File: config.mk
export PLATFORM = sky130hd
export DESIGN_NAME = hilo_mpy_ctrl
export DESIGN_NICKNAME = d
export VERILOG_FILES = /design/src/rtl/hilo_mpy_ctrl.sv
export SDC_FILE = /design/constraint.sdc
export NUM_CORES = 1
export LEC_CHECK = 0
export CORE_AREA = 2 2 143 145
export CTS_BUF_LIST = sky130_fd_sc_hd__clkbuf_16
export CTS_CLUSTER_DIAMETER = 150
export DETAILED_ROUTE_END_ITERATION = 6
export DIE_AREA = 0 0 145 147
export PLACE_DENSITY = 0.84
export SETUP_SLACK_MARGIN = 0.3
export SLEW_MARGIN = 5
export SYNTH_ARGS = -nofsm -noshare
export SYNTH_HDL_FRONTEND = slang
export SYNTH_SLANG_ARGS = --single-unit
File: constraint.sdc
create_clock -name clk -period 1.4 [get_ports clk]
set_input_delay 0.14 -clock clk [delete_from_list [all_inputs] [get_ports clk]]
set_output_delay 0.14 -clock clk [all_outputs]
set_load 0.03 [all_outputs]
File: src/rtl/hilo_mpy_ctrl.sv
// HI/LO multiply controller: latches operands for an external 32x32 signed
// multiplier, waits LAT cycles, then captures HI/LO. Optional macro MULTU_EN adds unsigned MULTU.
module hilo_mpy_ctrl #(
  parameter int LAT = 2
) (
  input  logic        clk,
  input  logic        reset,
  input  logic        start,
  input  logic        op_u,
  input  logic [31:0] rs,
  input  logic [31:0] rt,
  input  logic        mthi,
  input  logic        mtlo,
  input  logic [31:0] wdata,
  input  logic        mfhi,
  input  logic        mflo,
  output logic [31:0] mpy_s,
  output logic [31:0] mpy_t,
  input  logic [63:0] product,
  output logic        busy,
  output logic        stall,
  output logic [31:0] rdata,
  output logic [31:0] hi,
  output logic [31:0] lo
);

  typedef enum logic {S_IDLE, S_BUSY} state_t;

  localparam logic [3:0] CNT_INIT = 4'(LAT - 1);

  state_t      r_state;
  logic [3:0]  r_cnt;
  logic        r_op_u;
  logic [31:0] r_mpy_s;
  logic [31:0] r_mpy_t;
  logic [31:0] r_hi;
  logic [31:0] r_lo;
  logic [31:0] r_rdata_q;
  logic [31:0] w_hi_cap;
  logic        w_busy;
  logic [31:0] w_rd_idle;

`ifdef MULTU_EN
  // Signed product plus 2^32*(s31*t + t31*s) yields the unsigned product.
  logic [31:0] w_corr;
  always_comb begin
    w_corr = 32'd0;
    if (r_op_u) begin
      w_corr = (r_mpy_s[31] ? r_mpy_t : 32'd0) + (r_mpy_t[31] ? r_mpy_s : 32'd0);
    end
  end
  assign w_hi_cap = product[63:32] + w_corr;
`else
  logic w_unused_op;
  assign w_unused_op = r_op_u;
  assign w_hi_cap    = product[63:32];
`endif

  assign w_busy    = (r_state == S_BUSY);
  assign w_rd_idle = mfhi ? r_hi : (mflo ? r_lo : 32'd0);

  always_comb begin
    stall = 1'b0;
    if (w_busy) begin
      stall = start | mthi | mtlo | mfhi | mflo;
    end else begin
      stall = start & (mthi | mtlo);
    end
  end

  // While busy the read port freezes on whatever it last presented.
  assign rdata = w_busy ? r_rdata_q : w_rd_idle;

  always_ff @(posedge clk) begin
    if (reset) begin
      r_state   <= S_IDLE;
      r_cnt     <= 4'd0;
      r_op_u    <= 1'b0;
      r_mpy_s   <= 32'd0;
      r_mpy_t   <= 32'd0;
      r_hi      <= 32'd0;
      r_lo      <= 32'd0;
      r_rdata_q <= 32'd0;
    end else begin
      r_rdata_q <= rdata;
      case (r_state)
        S_IDLE: begin
          if (start) begin
            r_mpy_s <= rs;
            r_mpy_t <= rt;
            r_op_u  <= op_u;
            r_cnt   <= CNT_INIT;
            r_state <= S_BUSY;
          end else begin
            if (mthi) r_hi <= wdata;
            if (mtlo) r_lo <= wdata;
          end
        end
        S_BUSY: begin
          if (r_cnt == 4'd0) begin
            r_hi    <= w_hi_cap;
            r_lo    <= product[31:0];
            r_state <= S_IDLE;
          end else begin
            r_cnt <= r_cnt - 4'd1;
          end
        end
        default: r_state <= S_IDLE;
      endcase
    end
  end

  assign mpy_s = r_mpy_s;
  assign mpy_t = r_mpy_t;
  assign busy  = w_busy;
  assign hi    = r_hi;
  assign lo    = r_lo;

endmodule

==> implementation parameters <==
Parameter                              Value

Cells and area
  Area added between synthesis and finish    110.9%
  Fraction of layout cells with a size suffix above 1    64.04%
  Filler Cell Count    1013
  Finished layout cell area    15710 um^2
  Number of nets in the final layout    1413

Logic synthesis
  Proportion of netlist area held by the largest area contributor    44.35%
  Post-synthesis share of cell area spent on and, or, nand and nor gates    17.76%
  Synth Area in Adders    0.1680%
  Sequential element share of the synthesized area    44.35%
  Total nets after synthesis    993
  Multiplexer share of the synthesized area    8.753%
  Post-Synthesis Cells    824
  Warning count from the yosys run    0
  Average size of a mapped cell    9.038 um^2
  Share of synthesized registers carrying an async set or reset    0%
  EDFF count, synth    0
  Number of synthesized register bits    165
  Cell type with the highest aggregate area in the netlist    dfxtp_1
  Area contributors post-synth    dfxtp_1 (44%), a211oi_2 (10%), a21oi_1 (8.8%)
  Share of the synthesized area in compound gates (AO/OA/AOI/OAI)    23.14%
  Xor and xnor fraction of the mapped netlist area    0%
  Combinational family with the most area after synthesis    compound AO/OA/AOI/OAI gates
  Cell area after technology mapping    7447 um^2
  Top FF cell, synth    dfxtp_1
  Number of distinct library cells after synthesis    31

Power
  Register share of total power    33.1%
  Portion of total power attributed to combinational logic    39.6%
  Max rail drop VDD    0.0009462 V
  Switching fraction of total power    36.88%
  Clock network power share    27.3%
  Leak Pwr    0.006238 uW
  Design Power    17120 uW
  Internal cell power    10810 uW
  Power Dens Cells    1090 nW/um^2
  Switching power of the nets    6314 uW

Clock tree
  Clock buffer depth    2
  Sinks on Clock Net    165
  Total clock buffers created by CTS    17
  Clk slew on worst S/H paths    70 ps
  Worst-skew pair later-pin latency    430 ps
  Clock root buffer    clkbuf_16
  Clock tree from TritonCTS    done
  Number of levels the H-tree was split into    4

Detailed routing
  DR vias    8726
  Remaining DRCs    0
  Detailed Route Iter0 Violations    453
  Vias per Instance    5.711
  Number of nets with antenna violations after routing    0
  Per-cell routed wire length    24.95 um
  Initial DRT Pass Iterations    6
  Routed WL    38.12 mm

GRT
  First-pass GRT wire length    47.28 mm
  Via count of the first global-routing pass    8439
  Largest net degree at the start of global routing    40
  GRT Residual Overflow    0
  Tot GR Track Use    28.37%
  Antenna violations before repair    1

Floorplan
  Area inside the core boundary    19840 um^2
  I/O pin count    330
  Y dimension of the die    147 um
  Initial Util    37.53%
  Total number of placement rows    52
  Die extent in x    145 um
  Floorplan die area    21320 um^2

Place
  Placed standard-cell area    12200 um^2
  Number of port buffers    328
  Hpwl dp    18.76 mm
  Final weighted congestion in routability-driven placement    0.7837

Critical path
  Arr. time, crit path    1580 ps
  Data required time of the worst path    1260 ps
  Type of destination of the critical path    primary output
  Worst setup SP type    flip-flop
  Start-to-end type of the worst setup path    reg2out
  Largest driver fanout on the critical path    9

STA
  Min Hold Slack    86.68 ps
  Setup TNS Final    -28700 ps
  Time the final worst path needs with I/O delays and setup    1716 ps
  Headroom to the max-slew limit    73.00%
  Tcrit/Tclk final    122.6%
  Transition time of the tightest slew-check pin    393.7 ps
  Number of max-slew violations in the final report    0
  Final setup viols    161
  Post-layout worst setup margin    -316.1 ps
  Fmax achieved    0.5827 GHz
  Count of endpoints failing hold in the final timing report    0
  Largest clock skew in the final design    11.44 ps
  RSZ-0062 raised after global routing    yes

Run status
  Status    finished with violations
  Violations in the final reports    setup timing

Job
  Max-cap violations    0

Hold path
  Path class of the lowest-slack min-delay path    in2reg
[per-stage QoR]
stage	worst slack [ps]	utilization [%]	std cells
2_1_floorplan	-50.14	-	824
3_3_place_gp	-301.8	61.48	1430
3_5_place_dp	-361.1	61.48	1430
4_1_cts	-312.3	70.43	1498
5_1_grt	-354.8	79.15	1528
6_report	-316.1	79.15	1528
[worst max-delay path, cell delays in order, from the launching register on]
cell and delay [ps]:
dfxtp_4 360, buf_12 140, inv_16 110, buf_16 180
nor2_4 60, a21oi_4 130, buf_6 150
[cells by family after synthesis]
family          count (synthesis)
flops                         165
buf+inv                        85
fa+ha+maj                       1
simple gates                  274
compound gates                234
mux                            65
[power groups by stage]
stage / Combinational (uW) / Sequential (uW) / Clock [uW]
after floorplan: 2390 / 6160 / 0
after global routing: 6990 / 5690 / 4920
after detailed placement: 5010 / 5550 / 0
after CTS: 5820 / 5540 / 4630
after global placement: 4930 / 5530 / 0
final: 6780 / 5660 / 4670
[cells in the final DEF, fill, tap and decap left out, drive strengths merged, types with 2 or more instances in the layout]
cell type	count
buf	308
clkinv	3
mux2i	64
clkdlybuf4s50	163
nor2b	2
nor2	35
clkbuf	25
inv	13
a21oi	131
or2	2
o21ai	3
nand2	130
and3b	32
clkinvlp	3
dfxtp	165
a211oi	96
nor3	66
nor3b	2
bufbuf	2
[flip-flops by register name, summed over array words and instances (netlist names)]
| signal | flops |
|---|---|
| hi | 32 |
| lo | 32 |
| mpy_s | 32 |
| mpy_t | 32 |
| r_rdata_q | 32 |
| r_cnt | 4 |
| busy | 1 |
[area by class of cell]
class | count | area [um^2] | share of cell area (%)
clock buffer | 17 | 425.4 | 2.709
clock inverter | 15 | 138.9 | 0.8843
sequential | 165 | 3466 | 22.07
antenna | 1 | 2.502 | 0.01593
timing repair inverter | 1 | 11.26 | 0.07170
tap | 270 | 337.8 | 2.151
inverter | 3 | 27.53 | 0.1753
multi-input combinational | 574 | 5660 | 36.04
timing repair buffer | 482 | 5637 | 35.89
[what timing repair did]
item,4_1_cts,5_1_grt
pin swaps,28,125
hold endpoints to repair,0,0
endpoints found under the setup margin,326,288
gates resized for setup,1001,373
gates cloned,21,9
setup buffers,15,20
hold buffers,0,0
[final timing paths]
| kind | startpoint | to | slack [ps] | cells after the start |
|---|---|---|---|---|
| max | busy$_SDFF_PP0_ | rdata[16] | -320 | 6 |
| min | reset | mpy_t[13]$_SDFFE_PP0P_ | 90 | 2 |
| max reg2reg | r_cnt[1]$_SDFFE_PP0P_ | lo[27]$_SDFFE_PP0P_ | -290 | 6 |
| min reg2reg | mpy_t[18]$_SDFFE_PP0P_ | mpy_t[18]$_SDFFE_PP0P_ | 460 | 2 |
[cells in the mapped netlist (3+ instances only)]
cell type / number
o21ai_0: 3
a211oi_1: 36
buf_4: 4
and3b_1: 32
buf_2: 32
buf_1: 3
a21oi_1: 131
nor2_1: 35
a211oi_2: 60
dfxtp_1: 165
mux2i_1: 64
nor3_1: 66
clkbuf_1: 35
buf_6: 8
nand2_1: 130
[layer usage]
metal  global-route usage [%]  routed length [um]
met1                    30.89               13650
met2                    49.98               19410
met3                    8.975                2874
met4                    14.16                2192
met5                        0                   0
No activity file was read; power rests on OpenSTA's default activity.
